### src/rtl/dac_amp_scaler.sv
// dac_amp_scaler: pipelined amplitude stage between the DDS sine source and
// the 10-bit DAC. Each signed DDS sample is scaled by a per-frequency
// compensation coefficient (unsigned Q10) and by the amplitude code
// (10..20 = 1.0..2.0 Vpp). The result is converted to offset-binary and
// saturated. Coefficient and gain changes are deferred to a zero-crossing
// of the sample stream so that the DAC waveform never steps.
//
// Ports:
//   clk          DAC sample clock
//   rst_n        synchronous reset, active-low
//   sample_in    signed DDS sample, two's complement (10b)
//   sample_valid sample_in valid this cycle
//   gain_code    target amplitude code, quasi-static (5b)
//   comp_coef    target compensation coefficient, unsigned Q10 (11b)
//   da_data      offset-binary DAC code (10b)
//   da_valid     da_data updated this cycle
//   sat_flag     sample on da_data was clipped
//   upd_pending  target differs from active, waiting for a zero-crossing
//
// Latency is fixed at 4 cycles from the accepting edge to da_valid.

module dac_amp_scaler #(
    parameter int TIMEOUT_SAMPLES = 4096,
    parameter int GAIN_MIN        = 10,
    parameter int GAIN_MAX        = 20,
    parameter int GAIN_RST        = 10,
    parameter int COEF_RST        = 1024
) (
    input  logic              clk,
    input  logic              rst_n,
    input  logic signed [9:0] sample_in,
    input  logic              sample_valid,
    input  logic        [4:0] gain_code,
    input  logic       [10:0] comp_coef,
    output logic        [9:0] da_data,
    output logic              da_valid,
    output logic              sat_flag,
    output logic              upd_pending
);

    localparam int CW = (TIMEOUT_SAMPLES > 2) ? $clog2(TIMEOUT_SAMPLES) : 1;

    localparam logic [0:0] ST_IDLE = 1'b0;
    localparam logic [0:0] ST_PEND = 1'b1;

    localparam logic [CW-1:0] CNT_LAST = CW'(TIMEOUT_SAMPLES - 1);

    // ------------------------------------------------------------------
    // Target evaluation and update FSM
    // ------------------------------------------------------------------
    logic [0:0]    state;
    logic [CW-1:0] cnt;
    logic          prev_neg;
    logic [4:0]    act_gain;
    logic [10:0]   act_coef;

    logic [4:0]    tgt_gain;
    logic          sign_neg;
    logic          crossing;
    logic          differs;
    logic          timed_out;
    logic          load;
    logic [4:0]    use_gain;
    logic [10:0]   use_coef;

    // Out-of-range amplitude codes are pulled back into the legal band.
    always_comb begin
        tgt_gain = gain_code;
        if (gain_code < 5'(GAIN_MIN)) begin
            tgt_gain = 5'(GAIN_MIN);
        end else if (gain_code > 5'(GAIN_MAX)) begin
            tgt_gain = 5'(GAIN_MAX);
        end
    end

    // Zero is treated as a positive sample for crossing detection.
    assign sign_neg  = sample_in[9];
    assign crossing  = (sign_neg != prev_neg);
    assign differs   = (tgt_gain != act_gain) || (comp_coef != act_coef);
    assign timed_out = (cnt == CNT_LAST);

    // A crossing and a timeout on the same sample collapse into one load.
    always_comb begin
        load = 1'b0;
        if (sample_valid && (state == ST_PEND) && differs) begin
            load = crossing || timed_out;
        end
    end

    // The loading sample is itself scaled with the new values.
    assign use_gain = load ? tgt_gain  : act_gain;
    assign use_coef = load ? comp_coef : act_coef;

    always_ff @(posedge clk) begin
        if (!rst_n) begin
            state    <= ST_IDLE;
            cnt      <= '0;
            prev_neg <= 1'b0;
            act_gain <= 5'(GAIN_RST);
            act_coef <= 11'(COEF_RST);
        end else if (sample_valid) begin
            prev_neg <= sign_neg;
            unique case (state)
                ST_IDLE: begin
                    cnt <= '0;
                    if (differs) begin
                        state <= ST_PEND;
                    end
                end
                ST_PEND: begin
                    if (!differs) begin
                        state <= ST_IDLE;
                        cnt   <= '0;
                    end else if (load) begin
                        act_gain <= tgt_gain;
                        act_coef <= comp_coef;
                        state    <= ST_IDLE;
                        cnt      <= '0;
                    end else begin
                        cnt <= cnt + 1'b1;
                    end
                end
                default: begin
                    state <= ST_IDLE;
                    cnt   <= '0;
                end
            endcase
        end
    end

    assign upd_pending = (state == ST_PEND);

    // ------------------------------------------------------------------
    // Stage 1: capture sample with the coefficient/gain it must use
    // ------------------------------------------------------------------
    logic              v1;
    logic signed [9:0] s1_s;
    logic       [10:0] s1_c;
    logic        [4:0] s1_g;

    always_ff @(posedge clk) begin
        if (!rst_n) begin
            v1   <= 1'b0;
            s1_s <= '0;
            s1_c <= '0;
            s1_g <= '0;
        end else begin
            v1 <= sample_valid;
            if (sample_valid) begin
                s1_s <= sample_in;
                s1_c <= use_coef;
                s1_g <= use_gain;
            end
        end
    end

    // ------------------------------------------------------------------
    // Stage 2: exact product s*c*g (|p| < 2^25, fits 27b signed)
    // ------------------------------------------------------------------
    logic signed [26:0] s_ext;
    logic signed [26:0] c_ext;
    logic signed [26:0] g_ext;
    logic signed [26:0] p_next;
    logic               v2;
    logic signed [26:0] s2_p;

    assign s_ext  = {{17{s1_s[9]}}, s1_s};
    assign c_ext  = {16'b0, s1_c};
    assign g_ext  = {22'b0, s1_g};
    assign p_next = s_ext * c_ext * g_ext;

    always_ff @(posedge clk) begin
        if (!rst_n) begin
            v2   <= 1'b0;
            s2_p <= '0;
        end else begin
            v2 <= v1;
            if (v1) begin
                s2_p <= p_next;
            end
        end
    end

    // ------------------------------------------------------------------
    // Stage 3: floor shift by 10, then divide by 10 toward zero
    // ------------------------------------------------------------------
    logic signed [26:0] q;
    logic signed [26:0] r_next;
    logic               v3;
    logic signed [26:0] s3_r;

    assign q      = s2_p >>> 10;
    assign r_next = q / 27'sd10;

    always_ff @(posedge clk) begin
        if (!rst_n) begin
            v3   <= 1'b0;
            s3_r <= '0;
        end else begin
            v3 <= v2;
            if (v2) begin
                s3_r <= r_next;
            end
        end
    end

    // ------------------------------------------------------------------
    // Stage 4: offset-binary conversion
    // ------------------------------------------------------------------
    logic               v4;
    logic signed [26:0] s4_y;

    always_ff @(posedge clk) begin
        if (!rst_n) begin
            v4   <= 1'b0;
            s4_y <= '0;
        end else begin
            v4 <= v3;
            if (v3) begin
                s4_y <= s3_r + 27'sd512;
            end
        end
    end

    // ------------------------------------------------------------------
    // Output: saturate to the DAC range; hold data while idle
    // ------------------------------------------------------------------
    logic [9:0] sat_data;
    logic       sat_hit;

    always_comb begin
        sat_data = s4_y[9:0];
        sat_hit  = 1'b0;
        if (s4_y < 27'sd0) begin
            sat_data = 10'd0;
            sat_hit  = 1'b1;
        end else if (s4_y > 27'sd1023) begin
            sat_data = 10'd1023;
            sat_hit  = 1'b1;
        end
    end

    always_ff @(posedge clk) begin
        if (!rst_n) begin
            da_valid <= 1'b0;
            da_data  <= 10'd512;
            sat_flag <= 1'b0;
        end else begin
            da_valid <= v4;
            if (v4) begin
                da_data  <= sat_data;
                sat_flag <= sat_hit;
            end
        end
    end

endmodule

### config.mk
export PLATFORM = sky130hd
export DESIGN_NAME = dac_amp_scaler
export DESIGN_NICKNAME = d
export VERILOG_FILES = /design/src/rtl/dac_amp_scaler.sv
export SDC_FILE = /design/constraint.sdc
export NUM_CORES = 1
export LEC_CHECK = 0
export CORE_AREA = 2 2 176 178
export DETAILED_ROUTE_END_ITERATION = 16
export DIE_AREA = 0 0 178 180
export PLACE_DENSITY = 0.66
export SLEW_MARGIN = 20
export SYNTH_ARGS = -nofsm -noshare
export SYNTH_HDL_FRONTEND = slang
export SYNTH_SLANG_ARGS = --single-unit
### constraint.sdc
create_clock -name clk -period 10.2 [get_ports clk]
set_input_delay 1.53 -clock clk [delete_from_list [all_inputs] [get_ports clk]]
set_output_delay 1.53 -clock clk [all_outputs]
set_load 0.05 [all_outputs]
---- Word-level counts from Yosys, hierarchy flattened ----
Index checks and enable logic that the tools add are counted.
operators by class
  div/mod/pow operators ................... 1
  mux-type cells .......................... 16
  equality and inequality tests ........... 4
  bitwise operators ....................... 1
  magnitude comparators ................... 4
  multiply operators ...................... 2
  $add $sub $neg .......................... 2
  reduce and logical (&&, ||, !) cells .... 5
operators with widths
  kind                                                                               number
  27-bit by 11-bit adder with 27-bit output, second input constant                   1
  27-bit by 5-bit divider with 27-bit output, second input constant                  1
  27-bit by 11-bit greater-than comparator with 1-bit output, second input constant  1
  27-bit by 1-bit < comparator with 1-bit output, second input constant              1
  22-bit by 6-bit multiplier with 27-bit output                                      1
  12-bit two-way mux                                                                 2
  12-bit case mux with 2 select lines                                                1
  10-bit by 12-bit multiplier with 22-bit output                                     1
  10-bit two-way mux                                                                 2
  5-bit two-way mux                                                                  3
  12-bit by 1-bit adder with 12-bit output, second input constant                    1
  12-bit == test, second input constant                                              1
  11-bit two-way mux                                                                 1
  11-bit inequality test                                                             1
  1-bit two-way mux                                                                  6
  5-bit greater-than comparator, second input constant                               1
  5-bit by 4-bit < comparator with 1-bit output, second input constant               1
  5-bit inequality test                                                              1
  3-bit AND reduction                                                                1
  1-bit logical AND                                                                  2
  1-bit logical OR                                                                   2
  1-bit case mux with 2 select lines                                                 1
  1-bit inequality test                                                              1
  1-bit NOT                                                                          1
word-level totals
  logic and storage cells ................. 53
  bits in registers ....................... 153
  output and inout bits ................... 13

---- Longest topological paths before layout ----
Gate-level depths: netlist of the first run.
  depth after elaboration ................. 10
  depth in mapped cells ................... 42
  depth with buffers taken out ............ 41

---- Worst setup path before layout of the first run ----
Ideal clock, no wire load.
  path type ............................... register -> register
  start point ............................. register s1_s[3]
  end point ............................... register s2_p[26]
  data required time ...................... 10061 ps
  buffers on the path ..................... 1
  stages on the path, launching flop included .. 39
  arrival ................................. 8943 ps
  setup slack ............................. 1118 ps
  path through ............................ dfxtp_1 clkbuf_1 nand2_1 fa_1 inv_1 fa_1 ha_1 inv_1 fa_1 inv_1 fa_1 ha_1 o21ai_0 a21boi_0 o21ai_0 a21boi_0 o21ai_0 a21boi_0 (+3 left out) a21boi_0 o21ai_0 a21boi_0 o21ai_0 a21boi_0 o21ai_0 nand3_1 nand3_1 fa_1 inv_1 fa_1 fa_1 ha_1 and3_1 a211o_1 a21oi_1 xnor2_1 a21oi_1
on the way
  cells in the longest elaborated chain, start to end .. 2
ends and longest elaborated chain
  what                                            RTL line  RTL
  start: declaration                              137       logic signed [9:0] s1_s;
  start signal: assignment                        150       s1_s <= sample_in;
  10-bit by 12-bit multiplier with 22-bit output  170       assign p_next = s_ext * c_ext * g_ext;
  22-bit by 6-bit multiplier with 27-bit output   170
  end signal: assignment                          179       s2_p <= p_next;
  end: declaration                                165       logic signed [26:0] s2_p;
Every way passes these cells.
A chain may end at the register's enable or synchronous reset.

---- Worst setup path after layout of the first run ----
  start point ............................. register s1_s[6]
  end point ............................... register s2_p[26]
Same word-level chain as after synthesis.

==> results of run 1 <==
-- worst max-delay path, delay by kind of cell, from the launching register on --
kind | cells | cell delay, ns
adders and majority gates | 10 | 4.87
AOI/OAI and AO/OA | 16 | 2.94
and+or+nand+nor | 3 | 0.52
buffers and inverters | 4 | 0.28
DFF | 1 | 0.59
xor gates and xnor gates | 1 | 0.14
-- final timing paths --
kind	from	to	slack, ns	cells past startpoint
setup / recovery	s1_s[6]$_SDFFE_PN0P_	s2_p[26]$_SDFFE_PN0P_	0.65	34
hold / removal	s3_r[1]$_SDFFE_PN0P_	s3_r[1]$_SDFFE_PN0P_	0.46	2
setup reg to reg	s1_s[6]$_SDFFE_PN0P_	s2_p[26]$_SDFFE_PN0P_	0.65	34
hold reg to reg	s3_r[1]$_SDFFE_PN0P_	s3_r[1]$_SDFFE_PN0P_	0.46	2
-- per-stage QoR --
stage,std cells,utilization,cell area (µm²)
5_1_grt,2132,0.534,16100
3_5_place_dp,2099,0.513,15500
2_1_floorplan,1735,-,14800
4_1_cts,2131,0.533,16100
6_report,2132,0.534,16100
3_3_place_gp,2099,0.513,15500
-- timing repair --
item / 4_1_cts / 5_1_grt
buffers inserted: 0 / 1
gates resized for setup: 0 / 19
endpoints found under the setup margin: 0 / 7
-- logic make-up (layout without fill, tap and decap cells) --
logic type	Yosys count	count (layout)	share of synthesized area
AOI/OAI and AO/OA	289	289	0.148
xor gates and xnor gates	111	111	0.0673
adders and majority gates	256	256	0.285
buffers and inverters	250	251	0.0653
DFF	142	142	0.192
muxes	63	63	0.0430
and+or+nand+nor	624	624	0.200
-- registers in the layout, summed over array words and instances (netlist names), 5 cells and up --
| signal | count |
|---|---|
| s3_r | 27 |
| da_data | 10 |
| act_coef | 11 |
| s1_s | 9 |
| act_gain | 5 |
| s1_c | 11 |
| s2_p | 17 |
| s4_y | 27 |
| cnt | 12 |
| s1_g | 5 |
-- area by class of cell --
cell class / count / area [µm²] / area share
clock buffers: 17 / 425 / 0.0264
clock inverters: 15 / 186 / 0.0116
inverters: 162 / 609 / 0.0378
multi-input cells: 1343 / 11000 / 0.684
flip-flops and latches: 142 / 2860 / 0.177
well taps: 396 / 495 / 0.0307
repair buffers: 57 / 526 / 0.0326
-- cells in the final DEF, fill, tap and decap left out, types with 9 or more instances in the layout --
cell type        instances
dfxtp_2                  9
nor3_1                  20
a211oi_1                44
mux2i_1                 57
ha_1                   119
and3_1                  19
o21ai_0                 45
clkbuf_16               17
nand2_1                174
clkdlybuf4s50_1         40
and2_1                  90
dfxtp_1                132
xor2_1                  36
fa_1                   136
a21o_1                  16
nand4_1                  9
a21oi_1                 52
o21ai_1                 10
buf_4                   16
nand3_1                 35
nor4_1                  13
inv_1                  160
nand2b_1                16
nor2_1                 199
xnor2_1                 73
-- layer usage --
metal,share of wire,GRT usage,vias to the layer above
met5,0,0,-
met4,0.013,0.0502,0
met3,0.037,0.0309,32
met2,0.48,0.332,214
met1,0.47,0.294,5698
li1,-,-,5823
-- power groups by stage --
stage                     sequential (mW)  combinational (mW)  clock [mW]
final                               0.629                1.54       0.640
after global routing                0.634                1.71       0.677
after CTS                           0.628                1.52       0.649
after detailed placement            0.640                1.52           0
after global placement              0.638                1.50           0
after floorplan                     0.617                1.23           0
==> flow_summary.yaml, run 1 <==
timing:
  rsz0062_at_grt: "no"
  finClkSkew_ns: 0.0170
  slew_headroom: 0.298
  hold_viol_final: 0
  drv_slew: 0
  tns_ns: 0
  worst_slack_ns: 0.650
  holdWs_ns: 0.462
  worst_pin_slew_ns: 1.05
  fin_crit_ns: 9.55
  max_freq_mhz: 105
  setup_viol: 0
  finalCritPeriodShare: 0.936
worst_setup_path:
  cp-end-kind: "flop"
  worst_ep_required_time_ns: 10.49
  crit_arrival_ns: 9.84
  crit_fanout: 12
  criticalPathCategory: "flop to flop"
  crit_slowest_cell: "fa_1"
  crit_top_cell: "fa_1"
  slowest_delay_ns: 0.64
  startpoint_type: "flop"
pwr:
  pwr-share-comb: 0.548
  power.density_nw_per_um2: 174
  clkPwrFrac: 0.228
  sw_frac_of_total: 0.461
  power.total_mw: 2.80
  p_switching_mw: 1.29
  intPower_mw: 1.51
  sequentialPowerShare: 0.224
  leakagePower_nw: 7.38
  ir_drop_v: 0.000122
layout:
  nets: 2007
  fillers: 2770
  drive_above_1_share: 0.0668
  syn_to_final_growth_pct: 8.76
  diodes: 0
cts:
  cts.sinks: 142
  clockBufferDepth: 2
  cts_tree: "yes"
  cts-root-buf: "clkbuf_16"
  htreeDepth: 4
  clk_pin_slew_ns: 0.08
  cts_buffers: 17
  clock_latency_ns: 0.44
  hold_buffers: 0
placement:
  post-place-ws_ns: 0.284
  place.gp.congestion: 0.890
  dp_hpwl_um: 24900
  port-buffer-count: 41
route:
  vias_per_cell: 5.52
  wl_per_cell_um: 14.9
  wl_um: 31700
  via_count: 11800
  firstDrtPassIters: 5
  ant_nets: 0
  drtIter0Drc: 820
  drcViolationCount: 0
synthesis:
  ys_seq_elements: 142
  synth_cells: 1735
  synth_ff_type: "dfxtp_1"
  ys_seq_area_frac: 0.192
  avgSynthCellArea_um2: 8.55
  yosys.area.top_type: "dfxtp_1"
  synth_most_common_cell: "nor2_1"
  syn_nets: 2019
  yosysUniqueCellTypes: 93
  synth_edf_count: 0
  synthTopCellsByArea: "dfxtp_1 19%, fa_1 18%, ha_1 10%"
  synth.top_cells.by_count: "199 x nor2_1, 174 x nand2_1, 160 x inv_1, 142 x dfxtp_1, 136 x fa_1"
  ys_warn_count: 0
  synthArstFlopShare: 0
  synth_top_area_share: 0.192
  netlist_area_um2: 14800
global_route:
  grt_pass1_vias: 11500
  grt_max_degree: 66
  overflow: 0
  grt_pass1_wl_um: 55300
  antenna_found_initial: 0
  grt_use_total: 0.207
worst_hold_path:
  hp-class: "flop to flop"
die:
  dieHeight_um: 180
  core-area_um2: 30200
  die_x_um: 178
  io_pins: 42
  initial_utilization: 0.491
  rows: 64
  fp.dieArea_um2: 32000
outcome:
  outcome: "finished, final reports clean"
run:
  maxCapViolCount: 0
Note: power is estimated with default switching activity, not from simulation.
==> run 2: changes to the inputs <==
ABC_AREA = 1   (was not set)
CAP_MARGIN = 20   (was not set)
CORE_AREA = 2 2 173 175   (was 2 2 176 178)
CTS_CLUSTER_DIAMETER = 80   (was not set)
DIE_AREA = 0 0 175 177   (was 0 0 178 180)
==> flow_summary.yaml, run 2 <==
outcome:
  outcome: "finished, final reports clean"
cts:
  cts-root-buf: "clkbuf_16"
  clk_pin_slew_ns: 0.07
  clockBufferDepth: 2
  htreeDepth: 4
  cts.sinks: 142
  cts_buffers: 17
  clock_latency_ns: 0.43
  cts_tree: "yes"
worst_setup_path:
  cp-end-kind: "flop"
  crit_start: "s1_c[4]$_SDFFE_PN0P_"
  crit_buf_inv: 17
  reg2reg_from: "s1_c[4]$_SDFFE_PN0P_"
  crit_top_cell: "inv_1"
  crit_fanout: 10
  path_delay_family: "adder cells"
  criticalPathCategory: "flop to flop"
  slowest_delay_ns: 0.58
  worst_ep_required_time_ns: 10.52
  startpoint_type: "flop"
  crit_arrival_ns: 9.88
  crit_slowest_cell: "fa_1"
timing:
  holdWs_ns: 0.445
  finClkSkew_ns: 0.0114
  max_freq_mhz: 105
  fin_crit_ns: 9.57
  drv_slew: 0
  worst_pin_slew_ns: 1.00
  slew_headroom: 0.333
  worst_slack_ns: 0.632
  hold_viol_final: 0
  finalCritPeriodShare: 0.938
  setup_viol: 0
route:
  drtIter0Drc: 589
  wl_um: 29300
  vias_per_cell: 4.92
  drcViolationCount: 0
  via_count: 11700
  wl_per_cell_um: 12.3
  ant_nets: 0
  firstDrtPassIters: 5
global_route:
  grt_pass1_vias: 11200
  overflow: 0
  grt_use_total: 0.198
  antenna_found_initial: 0
  grt_max_degree: 72
  grt_pass1_wl_um: 51100
synthesis:
  syn_nets: 2242
  yosysUniqueCellTypes: 50
  synth.top_cells.by_count: "433 x nand2_1, 368 x inv_1, 142 x dfxtp_1, 140 x nor2_1, 136 x fa_1"
  ys_seq_area_frac: 0.198
  ys_seq_elements: 142
  synthTopCellsByArea: "dfxtp_1 20%, fa_1 19%, nand2_1 11%"
  avgSynthCellArea_um2: 7.32
  synth_top_area_share: 0.198
  synth_edf_count: 0
  ys_warn_count: 0
  synth_ff_type: "dfxtp_1"
  synth_cells: 1958
  synth_most_common_cell: "nand2_1"
  synthArstFlopShare: 0
  yosys.area.top_type: "dfxtp_1"
  netlist_area_um2: 14300
layout:
  top_regs: "s3_r (27), s4_y (27), s2_p (17)"
  fillers: 2844
  layout_commonest_cell: "nand2_1"
  diodes: 0
  final_util: 0.540
  drive_above_1_share: 0.0948
  syn_to_final_growth_pct: 10.2
  final_cell_mix: "433 x nand2_1, 367 x inv_1, 139 x nor2_1"
  nets: 2254
die:
  die_x_um: 175
  io_pins: 42
  dieHeight_um: 177
  fp.dieArea_um2: 31000
  initial_utilization: 0.490
  core-area_um2: 29200
  rows: 63
run:
  maxCapViolCount: 0
placement:
  post-place-ws_ns: 0.0512
  port-buffer-count: 41
  dp_hpwl_um: 23300
  place.gp.congestion: 0.897
pwr:
  leakagePower_nw: 8.78
  power.density_nw_per_um2: 319
  ir_drop_v: 0.000890
worst_hold_path:
  hold_start: "v4$_SDFF_PN0_"
  hp-class: "flop to flop"
## run 2: cell types whose count changed in the layout (fill, tap and decap cells not counted), moves of 42 or more
cell	change
nand3_1	+54
nand2_1	+259
mux2i_1	-50
o21ai_0	+45
and2_1	-88
xnor2_1	-43
inv_1	+207
nor2_1	-60
a211oi_1	-42
## run 2: final cells by class
type / instances / area, µm² / area share
Tap cell: 390 / 488 / 0.0309
Inverter: 397 / 1490 / 0.0944
Clock buffer: 21 / 470 / 0.0298
Multi-Input combinational cell: 1353 / 9820 / 0.622
Clock inverter: 11 / 121 / 0.00768
Timing Repair Buffer: 59 / 541 / 0.0342
Sequential cell: 142 / 2870 / 0.181
## run 2: per-layer routing
layer	vias to the layer above	part of all wire	GRT usage
li1	6040	-	-
met4	0	0.023	0.0590
met1	5449	0.46	0.255
met5	-	0	0
met3	45	0.027	0.0275
met2	134	0.49	0.346
## run 2: cell families (layout without fill, tap and decap cells)
kind of cell	Yosys count	in the layout	share of synthesized area
simple gates	778	778	0.241
fa+ha+maj	255	255	0.294
flops	142	142	0.198
buf+inv	463	488	0.123
compound gates	231	231	0.0894
xor+xnor	82	82	0.0501
mux	7	7	0.00489
## run 2: worst paths after layout
kind,to,slack [ns],cells past startpoint
setup / recovery,s2_p[26]$_SDFFE_PN0P_,0.63,56
setup reg to reg,s2_p[26]$_SDFFE_PN0P_,0.63,56
hold / removal,da_valid$_SDFF_PN0_,0.44,2
hold reg to reg,da_valid$_SDFF_PN0_,0.44,2
## run 2: per-stage QoR
stage               cells  total power [mW]  cell area, µm²  TNS [ns]
global placement     2340              4.32           15100         0
finish               2373              5.04           15800         0
floorplan            1958              3.82           14300         0
detailed placement   2340              4.41           15100         0
global route         2373              5.59           15800   -0.0670
CTS                  2372              5.06           15700         0
## run 2: what timing repair did
action / CTS / global route
hold buffers: 0 / 0
gates resized for setup: 0 / 32
setup endpoints to repair: 0 / 7
buffers inserted: 0 / 1
## run 2: report_power, final
| part | total (mW) | switching [mW] | internal (mW) |
|---|---|---|---|
| Clock | 0.640 | 0.277 | 0.364 |
| Combinational | 3.80 | 2.58 | 1.22 |
| Sequential | 0.603 | 0.0239 | 0.580 |
| Total | 5.04 | 2.89 | 2.16 |
## run 2: worst min-delay path: stages (launching register included)
cell	delay (ns)
dfxtp_1	0.32
nand2_1	0.06
inv_1	0.03
